$ cat src/rtl/ser_loader_pkg.sv
`default_nettype none
// ============================================================================
// Module  : ser_loader_pkg
// Purpose : Shared types and helpers for the serial-to-parallel loader.
//           Holds the three-state FSM encoding and the bit-counter width
//           helper used by ser_loader and bit_counter.
// Ports   : none (package)
// Revision: 1.0 - initial release
// ============================================================================
package ser_loader_pkg;

    // Loader FSM: wait for start, collect W bits, present the word for one cycle.
    typedef enum logic [1:0] {
        IDLE  = 2'd0,
        SHIFT = 2'd1,
        LOAD  = 2'd2
    } state_t;

    // Counter must be able to represent the value W itself, hence W+1.
    function automatic int cnt_width(input int w);
        return $clog2(w + 1);
    endfunction

endpackage
`default_nettype wire

$ cat src/rtl/ser_loader_bit_counter.sv
`default_nettype none
// ============================================================================
// Module  : bit_counter
// Purpose : Counts sampled serial bits of one word. Synchronous clear,
//           increment that saturates at W (never wraps inside a word), and a
//           terminal-count flag that fires on the increment bringing the
//           count to W, so the parent can move to LOAD on that same edge.
// Ports   : clk   - rising-edge clock
//           clrn  - asynchronous active-low reset
//           clear - synchronous clear to zero
//           inc   - count one bit this cycle
//           tc    - this increment completes the W-th bit
// Revision: 1.0 - initial release
// ============================================================================
module bit_counter
    import ser_loader_pkg::*;
#(
    parameter int W = 8
) (
    input  logic clk,
    input  logic clrn,
    input  logic clear,
    input  logic inc,
    output logic tc
);

    localparam int            CW   = cnt_width(W);
    localparam logic [CW-1:0] LAST = CW'(W - 1);
    localparam logic [CW-1:0] FULL = CW'(W);

    logic [CW-1:0] count;

    always_ff @(posedge clk or negedge clrn) begin
        if (!clrn) begin
            count <= '0;
        end else if (clear) begin
            count <= '0;
        end else if (inc && (count != FULL)) begin
            count <= count + 1'b1;
        end
    end

    // Flags the W-th bit as it is being sampled rather than one cycle later,
    // which keeps the sample-to-load latency at a single cycle.
    assign tc = inc && (count == LAST);

endmodule
`default_nettype wire

$ cat src/rtl/ser_loader.sv
`default_nettype none
// ============================================================================
// Module  : ser_loader
// Purpose : Assembles W serially presented bits into a parallel word and
//           writes it into a downstream DFFE bank with a one-cycle all-ones
//           enable pulse. Supports MSB-first or LSB-first bit order, gaps
//           between bits (bit_en low) and abort of a word in progress.
// Ports   : clk    - rising-edge clock
//           clrn   - asynchronous active-low reset
//           start  - begin assembling a word (accepted in IDLE only)
//           abort  - cancel the word in progress (honoured in SHIFT only)
//           bit_en - sdi is valid this cycle
//           sdi    - serial data
//           d      - assembled word to DFFE d (holds last loaded value)
//           ena    - per-bit enable to DFFE ena (all-ones in LOAD)
//           busy   - high in SHIFT and LOAD
//           done   - one-cycle pulse coincident with ena
// Revision: 1.0 - initial release
// ============================================================================
module ser_loader
    import ser_loader_pkg::*;
#(
    parameter int W         = 8,
    parameter bit MSB_FIRST = 1'b1
) (
    input  logic         clk,
    input  logic         clrn,
    input  logic         start,
    input  logic         abort,
    input  logic         bit_en,
    input  logic         sdi,
    output logic [W-1:0] d,
    output logic [W-1:0] ena,
    output logic         busy,
    output logic         done
);

    state_t       state;
    logic [W-1:0] sr;
    logic [W-1:0] shifted;
    logic         cnt_clear;
    logic         cnt_inc;
    logic         last_bit;

    // After W shifts the first bit has travelled to d[W-1] (MSB first)
    // or to d[0] (LSB first).
    generate
        if (W == 1) begin : g_single
            assign shifted = sdi;
        end else if (MSB_FIRST) begin : g_msb_first
            assign shifted = {sr[W-2:0], sdi};
        end else begin : g_lsb_first
            assign shifted = {sdi, sr[W-1:1]};
        end
    endgenerate

    // Counter is held clear throughout IDLE, so it starts from zero on entry
    // to SHIFT. Abort wins over a same-cycle bit, which is then discarded.
    assign cnt_clear = (state == IDLE);
    assign cnt_inc   = (state == SHIFT) && bit_en && !abort;

    bit_counter #(
        .W (W)
    ) u_bit_counter (
        .clk   (clk),
        .clrn  (clrn),
        .clear (cnt_clear),
        .inc   (cnt_inc),
        .tc    (last_bit)
    );

    always_ff @(posedge clk or negedge clrn) begin
        if (!clrn) begin
            state <= IDLE;
            sr    <= '0;
            d     <= '0;
            ena   <= '0;
            busy  <= 1'b0;
            done  <= 1'b0;
        end else begin
            case (state)
                IDLE: begin
                    ena  <= '0;
                    done <= 1'b0;
                    // bit_en is ignored here even when start is accepted.
                    if (start && !abort) begin
                        state <= SHIFT;
                        sr    <= '0;
                        busy  <= 1'b1;
                    end
                end
                SHIFT: begin
                    if (abort) begin
                        state <= IDLE;
                        busy  <= 1'b0;
                    end else if (bit_en) begin
                        sr <= shifted;
                        if (last_bit) begin
                            // Register the completed word straight into the
                            // outputs so LOAD presents it with no extra cycle.
                            state <= LOAD;
                            d     <= shifted;
                            ena   <= '1;
                            done  <= 1'b1;
                        end
                    end
                end
                LOAD: begin
                    // start and abort are both ignored; the load always ends.
                    state <= IDLE;
                    ena   <= '0;
                    done  <= 1'b0;
                    busy  <= 1'b0;
                end
                default: begin
                    state <= IDLE;
                    ena   <= '0;
                    done  <= 1'b0;
                    busy  <= 1'b0;
                end
            endcase
        end
    end

endmodule
`default_nettype wire

$ cat config.mk
export PLATFORM = sky130hd
export DESIGN_NAME = ser_loader
export DESIGN_NICKNAME = d
export VERILOG_FILES = /design/src/rtl/ser_loader_pkg.sv /design/src/rtl/ser_loader_bit_counter.sv /design/src/rtl/ser_loader.sv
export SDC_FILE = /design/constraint.sdc
export NUM_CORES = 1
export LEC_CHECK = 0
export ABC_AREA = 1
export CELL_PAD_IN_SITES_DETAIL_PLACEMENT = 0
export CELL_PAD_IN_SITES_GLOBAL_PLACEMENT = 1
export CORE_MARGIN = 2
export CORE_UTILIZATION = 36
export DETAILED_ROUTE_END_ITERATION = 16
export GPL_TIMING_DRIVEN = 0
export PLACE_DENSITY_LB_ADDON = 0.25
export SYNTH_ARGS = -nofsm -noshare
export SYNTH_HDL_FRONTEND = slang
export SYNTH_HIERARCHICAL = 1
export SYNTH_SLANG_ARGS = --single-unit
$ cat constraint.sdc
create_clock -name clk -period 1.76 [get_ports clk]
set_input_delay 0.352 -clock clk [delete_from_list [all_inputs] [get_ports clk]]
set_output_delay 0.352 -clock clk [all_outputs]
set_load 0.005 [all_outputs]
==> results of run 1 <==
==> Yosys cell counts <==
cell     count
nor2_4       3
nor2_2       2
nand4_1      2
nand2_2      1
nor2_1       3
ha_1         2
dfrtp_1     23
o21ai_1      1
nand2_1     53
nand3_1     18
nand3_4      1
buf_4        9
nor3b_1      1
inv_1        7
inv_2        5
nand3_2      2
==> state kept, by name, indices dropped and copies added, names as in the netlist <==
name                 flops
d                        8
u_bit_counter/count      4
ena                      1
busy                     1
state                    2
sr                       7
==> routing by layer <==
metal  GRT usage [%]  up-vias  share of wire (%)
met5               0        -                  0
met4            6.67        0                1.2
met3            1.95        4                4.9
met2            20.7       25                 45
met1            20.1      425                 49
li1                -      470                  -
==> stage by stage <==
step,power [mW],util [%],hold slack (ns),cells
2_1_floorplan,0.655,-,0.0564,133
3_3_place_gp,0.703,46.7,0.456,200
3_5_place_dp,0.710,46.7,0.459,200
4_1_cts,0.959,47.7,0.489,205
5_1_grt,0.999,47.9,0.511,207
6_report,0.940,47.9,0.480,207
==> critical path, delay by kind of cell (launching register included) <==
kind                   cells  cell delay (ns)
buffers and inverters      2             0.61
flip-flops                 1             0.45
==> timing repair <==
item                                    CTS  global route
resized for setup                         3             7
buffers inserted                          1             1
endpoints found under the setup margin   19            14
pin swaps                                 2             1
gates cloned                              0             1
==> cell usage in the layout (no fill, tap or decap), types with 3 or more instances in the layout <==
master and n:
nand2_1 52, dfrtp_1 22, buf_4 18, nand3_1 18, clkdlybuf4s50_1 16, inv_1 7, inv_2 5, nor2_2 4
nor2_4 3, clkbuf_4 3
==> final timing paths <==
kind	end	startpoint	cells past startpoint
max reg2reg	d[5]	state[1]	9
max in group asynchronous	ena[6]	clrn	1
min	busy	busy	2
min reg2reg	busy	busy	2
min in group asynchronous	sr[4]	clrn	1
max	ena[2]	ena[6]	2
==> layout make-up <==
type / count / area (um^2)
multi-input cells: 90 / 452
repair buffers: 25 / 228
inverters: 12 / 45.0
fillers: 314 / 1580
plain buffers: 9 / 67.6
flip-flops and latches: 23 / 577
well taps: 44 / 55.1
clock buffers: 4 / 26.3
==> kinds of logic after synthesis <==
group / synth area share [%]
fa+ha+maj: 2.22
flops: 51.0
compound gates: 0.443
simple gates: 36.4
buf+inv: 9.98
==> where the power goes <==
| part | internal [mW] | switching [mW] |
|---|---|---|
| clock | 0.0885 | 0.151 |
| sequential | 0.549 | 0.0178 |
| combinational | 0.0509 | 0.0828 |
| total | 0.688 | 0.252 |
==> key figures, run 1 <==
Floorplan
  • Initial cell density of the core: a little under two fifths
  • Num rows: 20
  • Die width: 60.0 um
  • Core area: 3030 um^2
  • Io pins: 24
  • Die area: 3600 um^2
  • Die H: approximately 60 um

Synth
  • Mapped Nets: 141
  • Cell taking the most area after synthesis: dfrtp_1
  • Synth Cell Area: 1130 um^2
  • Seq cells post-synth: 23
  • Largest cells by area after synthesis: dfrtp_1 (51%), nand2_1 (18%), nand3_1 (8.0%)
  • Ys Warns: 6
  • Sequential element share of the synthesized area: between 50% and 60%
  • Syn avg cell area: ~8.5 um^2
  • Post-Syn Instances: 133
  • Share of the synthesized area in the top cell type: 51.0%
  • Synth unique cells: 16

STA
  • Final period util: between 90% and 100%
  • Setup TNS: 0 ns
  • Slew margin rel.: approximately 31%
  • Final setup fails: 0
  • Hold Fails Final Rpt: 0
  • Fmax: 582 MHz
  • Worst Skew: a little over 0.008 ns
  • Fin worst setup slack: 0.0405 ns
  • Worst-margin pin slew: 1.04 ns
  • RSZ-0062 raised after global routing: yes
  • Pins Over Slew Limit: 0
  • Final min period: 1.72 ns

Worst setup path
  • Max stage delay on crit path: 0.48 ns
  • Reg2reg setup slack: slightly below 0.3 ns
  • CP arrival: between 1 and 1.5 ns
  • Setup crit start kind: flip-flop
  • Crit end category: output pin
  • CP max-delay cell: clkdlybuf4s50_1
  • Setup CP Type: flip-flop to output pin
  • Crit-path max FO: 9
  • Critical-path cell list: buf_4 > clkdlybuf4s50_1
  • Worst EP required: roughly 1.4 ns

Clock tree
  • Root Buffer Master: clkbuf_4
  • Clock buffer depth: 2
  • # hold bufs at CTS: 0
  • CTS Sinks: 23
  • Clock Pin Slew Worst Setup and Hold Paths: between 0.1 and 0.15 ns
  • Cts bufs inserted: 3
  • Clk_lat worst skew: 0.31 ns
  • H-Tree Depth: 1
  • CTS tree: yes

Route
  • Post-DRT Antenna Nets: 0
  • DRT Pass-1 Iters: 4
  • Total Wirelength: 2.25 mm
  • WL/cell: 10.9 um
  • Vias per Instance: 4.46
  • DRC violations left: 0
  • Vias: 924
  • Starting DRT DRC Count: slightly above 40

Placed design
  • HPWL after DPL: 1.57 mm
  • Placed Area: 1410 um^2
  • Port Buffers: 23
  • DP Worst Slack: -0.684 ns
  • Placer congestion estimate: 0.735

Power and ir drop
  • PwrDens: 648 nW/um^2
  • Peak supply drop: 0.000358 V
  • LEAKAGE: 0.751 nW

Layout
  • Ant diodes: 0
  • Design area: 1450 um^2
  • Area growth from synthesis to layout: 28.5%
  • Nets: roughly 170
  • Layout cells sized above 1: 23.9%

GRT
  • Vias in the first global route: 840
  • First-pass GRT wire length: 3.75 mm
  • GRT overflow: 0
  • Initial antenna violation count: 0
  • Pin count of the biggest net entering global routing: 24
  • Total GRT Usage: 14.0%

Outcome
  • Status: finished, final reports clean

Hold path
  • Hold Path Class: flip-flop to flip-flop

Flow run
  • Max Cap Viol: 0
(Power assumes the default switching activity.)
==> inputs of run 2 (changes only) <==
Settings changed: CTS_CLUSTER_SIZE set to 12.
==> results of run 2 <==
No change in the layout: final DEF, timing and power equal those of run 1.
